$ cat src/rtl/ofmap_writeback.sv
// ofmap_writeback: requantizes the 2*DATA_WIDTH accumulator stream from the
// array, packs LANES results per scratchpad word, buffers packed words in a
// small FIFO and writes them to the output SPAD through a ready/valid port.
// On upstream done the partial word is flushed and o_done pulses once the
// FIFO has drained.
module ofmap_writeback #(
   parameter int DATA_WIDTH      = 8,
   parameter int SPAD_DATA_WIDTH = 64,
   parameter int ADDR_WIDTH      = 8,
   parameter int FIFO_DEPTH      = 4
) (
   input  logic                        i_clk,
   input  logic                        i_nrst,
   input  logic                        i_reg_clear,
   input  logic                        i_start,
   input  logic [ADDR_WIDTH-1:0]       i_base_addr,
   input  logic [3:0]                  i_shift,
   input  logic                        i_relu_en,
   input  logic [2*DATA_WIDTH-1:0]     i_ofmap,
   input  logic                        i_ofmap_valid,
   input  logic                        i_done,
   output logic [SPAD_DATA_WIDTH-1:0]  o_wr_data,
   output logic [ADDR_WIDTH-1:0]       o_wr_addr,
   output logic                        o_wr_en,
   input  logic                        i_wr_ready,
   output logic [ADDR_WIDTH-1:0]       o_count,
   output logic                        o_overflow,
   output logic                        o_done
);

   localparam int LANES  = SPAD_DATA_WIDTH / DATA_WIDTH;
   localparam int LANE_W = (LANES > 1) ? $clog2(LANES) : 1;
   localparam int PTR_W  = (FIFO_DEPTH > 1) ? $clog2(FIFO_DEPTH) : 1;
   localparam int CNT_W  = PTR_W + 1;
   localparam int ACC_W  = 2*DATA_WIDTH + 1;

   localparam logic signed [ACC_W-1:0] Q_MAX = ACC_W'((1 << (DATA_WIDTH-1)) - 1);
   localparam logic signed [ACC_W-1:0] Q_MIN = ~Q_MAX;

   typedef enum logic [1:0] {S_IDLE, S_ACTIVE, S_DRAIN, S_DONE} state_t;

   state_t                     state, state_nxt;
   logic [3:0]                 shift_r;
   logic                       relu_r;
   logic [LANE_W-1:0]          lane_idx;
   logic [DATA_WIDTH-1:0]      lane_regs [LANES];
   logic [ADDR_WIDTH-1:0]      addr_r, count_r;
   logic                       overflow_r;

   logic [SPAD_DATA_WIDTH-1:0] fifo_mem [FIFO_DEPTH];
   logic [PTR_W-1:0]           wr_ptr, rd_ptr;
   logic [CNT_W-1:0]           fifo_cnt;

   logic signed [ACC_W-1:0]    acc_ext, rnd_bias, acc_shr, q_wide;
   logic [DATA_WIDTH-1:0]      q_val;
   logic [SPAD_DATA_WIDTH-1:0] pack_word;

   logic sample_valid, word_full, flush_req, push_req;
   logic fifo_empty, fifo_full, push, pop, drop;

   // Requantize: round-half-up bias, arithmetic shift, optional ReLU, saturate.
   always_comb begin
      // NOTE: every variable gets a default before any conditional update so no latch is inferred.
      acc_ext  = ACC_W'($signed(i_ofmap));
      rnd_bias = '0;
      if (shift_r != 4'd0) rnd_bias = ACC_W'(1) << (shift_r - 4'd1);
      acc_shr  = (acc_ext + rnd_bias) >>> shift_r;
      q_wide   = acc_shr;
      if (relu_r && q_wide[ACC_W-1]) q_wide = '0;
      if (q_wide > Q_MAX)      q_wide = Q_MAX;
      else if (q_wide < Q_MIN) q_wide = Q_MIN;
      q_val = q_wide[DATA_WIDTH-1:0];
   end

   // Assemble the word to push: captured lanes, the current sample, zeros above.
   always_comb begin
      pack_word = '0;
      for (int i = 0; i < LANES; i++) begin
         if (LANE_W'(i) < lane_idx)
            pack_word[i*DATA_WIDTH +: DATA_WIDTH] = lane_regs[i];
         else if (LANE_W'(i) == lane_idx && sample_valid)
            pack_word[i*DATA_WIDTH +: DATA_WIDTH] = q_val;
      end
   end

   assign sample_valid = (state == S_ACTIVE) && i_ofmap_valid;
   assign word_full    = sample_valid && (lane_idx == LANE_W'(LANES-1));
   assign flush_req    = (state == S_ACTIVE) && i_done && !word_full &&
                         (sample_valid || lane_idx != '0);
   assign push_req     = word_full || flush_req;
   assign fifo_empty   = (fifo_cnt == '0);
   assign fifo_full    = (fifo_cnt == CNT_W'(FIFO_DEPTH));
   assign pop          = !fifo_empty && i_wr_ready;
   assign push         = push_req && (!fifo_full || pop);
   assign drop         = push_req && fifo_full && !pop;

   assign o_wr_en    = !fifo_empty;
   assign o_wr_data  = fifo_empty ? '0 : fifo_mem[rd_ptr];
   assign o_wr_addr  = addr_r;
   assign o_count    = count_r;
   assign o_overflow = overflow_r;

   // State register.
   always_ff @(posedge i_clk or negedge i_nrst) begin
      // NOTE: sequential state uses non-blocking assignments so every flop samples pre-edge values.
      if (!i_nrst)          state <= S_IDLE;
      else if (i_reg_clear) state <= S_IDLE;
      else                  state <= state_nxt;
   end

   // Next-state logic.
   always_comb begin
      state_nxt = state;
      case (state)
         S_IDLE:   if (i_start) state_nxt = S_ACTIVE;
         S_ACTIVE: if (i_done)  state_nxt = S_DRAIN;
         S_DRAIN:  if (fifo_empty || (fifo_cnt == CNT_W'(1) && pop)) state_nxt = S_DONE;
         S_DONE:   state_nxt = S_IDLE;
         default:  state_nxt = S_IDLE;
      endcase
   end

   // FSM outputs.
   always_comb begin
      o_done = (state == S_DONE);
   end

   // Run configuration, lane index, write address, transfer count, overflow flag.
   always_ff @(posedge i_clk or negedge i_nrst) begin
      if (!i_nrst) begin
         shift_r    <= '0;
         relu_r     <= 1'b0;
         lane_idx   <= '0;
         addr_r     <= '0;
         count_r    <= '0;
         overflow_r <= 1'b0;
      end else if (i_reg_clear) begin
         shift_r    <= '0;
         relu_r     <= 1'b0;
         lane_idx   <= '0;
         addr_r     <= '0;
         count_r    <= '0;
         overflow_r <= 1'b0;
      end else if (state == S_IDLE && i_start) begin
         shift_r    <= i_shift;
         relu_r     <= i_relu_en;
         lane_idx   <= '0;
         addr_r     <= i_base_addr;
         count_r    <= '0;
         overflow_r <= 1'b0;
      end else begin
         if (word_full || (state == S_ACTIVE && i_done)) lane_idx <= '0;
         else if (sample_valid)                          lane_idx <= lane_idx + 1'b1;
         if (pop) begin
            addr_r  <= addr_r + 1'b1;
            count_r <= count_r + 1'b1;
         end
         if (drop) overflow_r <= 1'b1;
      end
   end

   // Lane capture registers.
   always_ff @(posedge i_clk) begin
      // NOTE: storage arrays are not reset; lanes above lane_idx and FIFO slots outside
      // [rd_ptr, wr_ptr) are never observed, so stale contents cannot leak out.
      if (sample_valid) lane_regs[lane_idx] <= q_val;
   end

   // FIFO pointers and occupancy.
   always_ff @(posedge i_clk or negedge i_nrst) begin
      if (!i_nrst) begin
         wr_ptr   <= '0;
         rd_ptr   <= '0;
         fifo_cnt <= '0;
      end else if (i_reg_clear) begin
         wr_ptr   <= '0;
         rd_ptr   <= '0;
         fifo_cnt <= '0;
      end else begin
         if (push) wr_ptr <= wr_ptr + 1'b1;
         if (pop)  rd_ptr <= rd_ptr + 1'b1;
         case ({push, pop})
            2'b10:   fifo_cnt <= fifo_cnt + 1'b1;
            2'b01:   fifo_cnt <= fifo_cnt - 1'b1;
            default: fifo_cnt <= fifo_cnt;
         endcase
      end
   end

   // FIFO storage write.
   always_ff @(posedge i_clk) begin
      if (push) fifo_mem[wr_ptr] <= pack_word;
   end

endmodule

$ cat config.mk
export PLATFORM = sky130hd
export DESIGN_NAME = ofmap_writeback
export DESIGN_NICKNAME = d
export VERILOG_FILES = /design/src/rtl/ofmap_writeback.sv
export SDC_FILE = /design/constraint.sdc
export NUM_CORES = 1
export LEC_CHECK = 0
export BUFFER_PORTS_ARGS = -buffer_cell sky130_fd_sc_hd__buf_4
export CAP_MARGIN = 10
export CORE_UTILIZATION = 51
export CTS_CLUSTER_SIZE = 12
export DETAILED_ROUTE_END_ITERATION = 16
export MAX_ROUTING_LAYER = met4
export PLACE_DENSITY = 0.69
export REMOVE_ABC_BUFFERS = 1
export SETUP_SLACK_MARGIN = 0.3
export SYNTH_ARGS = -nofsm -noshare
export SYNTH_HDL_FRONTEND = slang
export SYNTH_SLANG_ARGS = --single-unit
$ cat constraint.sdc
create_clock -name i_clk -period 6.24 [get_ports i_clk]
set_input_delay 0.624 -clock i_clk [delete_from_list [all_inputs] [get_ports i_clk]]
set_output_delay 0.624 -clock i_clk [all_outputs]
set_load 0.02 [all_outputs]
==> Flow_metrics.wiki <==
{| class="wikitable"
! Metric !! Value
|-
| MaxCap Viol Count || 0
|-
| Layout overhead on the synthesized area || 16.3%
|-
| Placer Congestion || between 0.8 and 0.9
|-
| Initial antenna violation count || 0
|-
| Post-route DRC violation count || 0
|-
| Tightest Hold Check Type || primary input to asynchronous set/reset pin
|-
| Layout cells sized above 1 || between 20% and 30%
|-
| Initial cell density of the core || around half
|-
| Area fraction of the dominant cell type after synthesis || 57.2%
|-
| Total Neg Setup Slack || 0 ns
|-
| Average wire per cell in the routed design || 21.3 µm
|-
| RSZ-0062 raised after global routing || no
|-
| Area of the mapped netlist || roughly 16000 µm²
|-
| Maximum fanout along the worst path || 34
|-
| Register bit total from synthesis || around 350
|-
| Htree depth || 2
|-
| Number of top-level pins || approximately 120
|-
| Main flop type after synthesis || sky130_fd_sc_hd__edfxtp_1
|-
| CP Data Required Time || 6.62 ns
|-
| Fraction of registers with async set/reset || 9.83%
|-
| Number of placement rows || 65
|-
| Via count of the first global-routing pass || ~10000
|-
| Worst vdd ir || around 200 µV
|-
| Clock latency on the worst-skew pair || ~0.52 ns
|-
| Number of standard cells after synthesis || 1143
|-
| Antenna violation net count after detailed routing || 0
|-
| Power density over the cells || 361 nW/µm²
|-
| Max Fclk || ~180 MHz
|-
| Total inserted antenna cells || 0
|-
| Unique masters post-synth || 80
|-
| CP Data Arrival Time || 5.91 ns
|-
| Worst r2r dst || fifo_mem[0][34]
|-
| Leak || ~7 nW
|-
| Remaining global-route overflow || 0
|-
| Design Area, Final || around 19000 µm²
|-
| Area of placed instances || 18000 µm²
|-
| Fin crit period || around 5.5 ns
|-
| Count of pins over their slew limit || 0
|-
| Clock net sink count || ~350
|-
| TritonCTS clock tree || yes
|-
| GRT Overall Usage || around a quarter
|-
| Clock Path Buffers || 3
|-
| Transition time at the pin with the least slew margin || 1.15 ns
|-
| Final Hold Fails || 0
|-
| Input/output buffers || roughly 120
|-
| Final-stage net count || approximately 1400
|-
| Max_slew headroom || between 20 and 25%
|-
| Launch instance of the worst register-to-register path || shift_r[1]
|-
| Maximum number of pins on one net before global-route repair || 67
|-
| Die extent in y || between 150 and 200 µm
|-
| Via Count || just over 10000
|-
| Worst Slack Setup Final || 0.702 ns
|-
| Path type of the worst setup path || register to register
|-
| Post-layout power || 6.87 mW
|-
| Top library cells by usage in the layout, fill and taps aside || sky130_fd_sc_hd__edfxtp_1 (312), sky130_fd_sc_hd__buf_4 (178), sky130_fd_sc_hd__nand2_1 (118)
|-
| Die outline area || 32900 µm²
|-
| Worst-case clock skew || between 0.01 and 0.015 ns
|-
| Final WL || between 30000 and 40000 µm
|-
| Outcome || finished clean
|-
| Setup crit start kind || register
|-
| Clock transition at the registers of the reported paths || around 0.060 ns
|-
| DP HPWL || around 24000 µm
|-
| Total setup violations reported at the end of the flow || 0
|-
| Hold WS || 0.0509 ns
|-
| Register area share after synthesis || between 60% and 70%
|-
| Placeable Area || around 32000 µm²
|-
| Warnings from Yosys || 0
|-
| Wire length of the first global-routing pass || about 58000 µm
|-
| Via/cell ratio || 5.98
|-
| CTS Root Cell || sky130_fd_sc_hd__clkbuf_16
|-
| Post-synth EDFFs || 312
|-
| Most frequent standard cell in the layout excluding fill and tap cells || sky130_fd_sc_hd__edfxtp_1
|-
| Yosys top cell by area || sky130_fd_sc_hd__edfxtp_1
|-
| Iteration-0 DRC Markers || 779
|-
| Chip width || around 180 µm
|-
| Number of buffers created by CTS || 36
|-
| Worst-case reg-to-reg path depth || 15
|-
| Worst-case register-to-register setup slack || ~0.7 ns
|-
| Critical Path Start || shift_r[1]
|-
| Cells taking the most area after synthesis || sky130_fd_sc_hd__edfxtp_1 (57%), sky130_fd_sc_hd__mux4_2 (9.5%), sky130_fd_sc_hd__dfrtp_1 (5.2%)
|-
| Endpoint class of the critical path || register
|-
| Post-synthesis average cell area || between 10 and 15 µm²
|-
| TritonRoute pass-1 iters || 5
|-
| Critical Path End || fifo_mem[0][34]
|-
| Worst setup timing slack at the placement stage || approximately 0.58 ns
|-
| Final worst path period share || roughly 90%
|}
-- synthesized netlist by cell type (4+ instances only) --
library cell / number
sky130_fd_sc_hd__clkbuf_1: 34
sky130_fd_sc_hd__o21ai_0: 15
sky130_fd_sc_hd__nand4_1: 12
sky130_fd_sc_hd__mux4_2: 69
sky130_fd_sc_hd__a211oi_1: 16
sky130_fd_sc_hd__and3_1: 10
sky130_fd_sc_hd__xnor2_1: 15
sky130_fd_sc_hd__dfrtp_1: 34
sky130_fd_sc_hd__nor3_1: 16
sky130_fd_sc_hd__or3_1: 8
sky130_fd_sc_hd__a22o_1: 7
sky130_fd_sc_hd__inv_1: 24
sky130_fd_sc_hd__o311ai_1: 9
sky130_fd_sc_hd__edfxtp_1: 312
sky130_fd_sc_hd__nand3_1: 18
sky130_fd_sc_hd__o211ai_1: 4
sky130_fd_sc_hd__nand2_1: 118
sky130_fd_sc_hd__and2_1: 78
sky130_fd_sc_hd__a21o_1: 8
sky130_fd_sc_hd__a22oi_1: 4
sky130_fd_sc_hd__nand2b_1: 11
sky130_fd_sc_hd__buf_1: 14
sky130_fd_sc_hd__xor2_1: 11
sky130_fd_sc_hd__o21ai_1: 5
sky130_fd_sc_hd__o211a_1: 4
sky130_fd_sc_hd__nor4_1: 4
sky130_fd_sc_hd__nand3b_1: 6
sky130_fd_sc_hd__mux2i_1: 16
sky130_fd_sc_hd__nor2_1: 70
sky130_fd_sc_hd__o21a_1: 4
sky130_fd_sc_hd__mux2_2: 4
sky130_fd_sc_hd__ha_1: 34
sky130_fd_sc_hd__o311ai_0: 39
sky130_fd_sc_hd__o2bb2ai_1: 4
sky130_fd_sc_hd__a21oi_1: 40
-- power breakdown --
group          leakage, nW  internal, mW  switching, mW  total (mW)
logic                 3.09         0.898           1.24        2.14
clock network        0.510          1.13          0.822        1.95
registers             3.34          2.65          0.134        2.79
-- cells by family after synthesis --
family | after synthesis | share of synthesized area, %
DFF | 346 | 62.4
adders and majority gates | 35 | 2.72
and+or+nand+nor | 361 | 10.9
xor gates and xnor gates | 27 | 1.49
other | 1 | 0.0229
muxes | 89 | 10.7
buffers and inverters | 85 | 2.20
AOI/OAI and AO/OA | 199 | 9.60
-- state kept, by name, indices dropped and copies added, names as in the netlist --
signal      cells
shift_r         4
fifo_mem      256
fifo_cnt        3
wr_ptr          2
o_count         8
lane_regs      56
rd_ptr          2
o_overflow      1
o_wr_addr       8
relu_r          1
state           2
lane_idx        3
-- per-stage QoR --
step                      util, %  cells
after floorplan                 -   1083
after global placement       57.0   1664
after detailed placement     57.0   1664
after CTS                    60.4   1718
after global routing         60.4   1718
final                        60.4   1718
-- how the worst min path moves through the flow --
stage | startpoint | slack [ns] | endpoint
after floorplan | i_nrst | 0.33 | fifo_cnt[0]
after global placement | o_overflow | 0.48 | o_overflow
after detailed placement | o_overflow | 0.49 | o_overflow
after CTS | i_nrst | 0.06 | o_count[4]
after global routing | i_nrst | 0.08 | o_count[5]
final | i_nrst | 0.05 | o_count[6]
-- worst max-delay path, cell delays in order, from the launching register on --
cell                         delay [ns]
sky130_fd_sc_hd__dfrtp_1           0.38
sky130_fd_sc_hd__clkinvlp_4        0.27
sky130_fd_sc_hd__nand2_1           0.42
sky130_fd_sc_hd__nor2_1            0.11
sky130_fd_sc_hd__ha_1              0.48
sky130_fd_sc_hd__nand2_1           0.14
sky130_fd_sc_hd__o21ai_1           0.43
sky130_fd_sc_hd__nor2_1            0.13
sky130_fd_sc_hd__a2111oi_2         0.60
sky130_fd_sc_hd__nor4_1            0.20
sky130_fd_sc_hd__o31a_1            0.40
sky130_fd_sc_hd__o41ai_4           0.61
sky130_fd_sc_hd__nand2_4           0.24
sky130_fd_sc_hd__buf_12            0.23
sky130_fd_sc_hd__o311ai_0          0.53
sky130_fd_sc_hd__buf_4             0.23
-- layer usage --
| metal | up-vias | wire (µm) | GRT usage [%] |
|---|---|---|---|
| met4 | 0 | 785 | 5.83 |
| li1 | 4775 | - | - |
| met5 | - | 0 | - |
| met1 | 5055 | 15800 | 31.8 |
| met2 | 376 | 17900 | 37.2 |
| met3 | 73 | 2140 | 3.37 |
-- repair_timing --
| item | in CTS | in global routing |
|---|---|---|
| setup buffers | 0 | 0 |
| endpoints found under the setup margin | 0 | 27 |
| hold endpoints to repair | 0 | 0 |
| gates resized for setup | 0 | 4 |
| hold buffers | 0 | 0 |
-- area by class of cell --
type / count / area [µm²]
clock buffer: 49 / 1010
multi-input combinational: 712 / 5830
sequential: 346 / 10200
timing repair buffer: 179 / 1360
tap: 402 / 503
fill: 2415 / 12500
inverter: 25 / 97.6
clock inverter: 5 / 41.3
(Power assumes the default switching activity.)
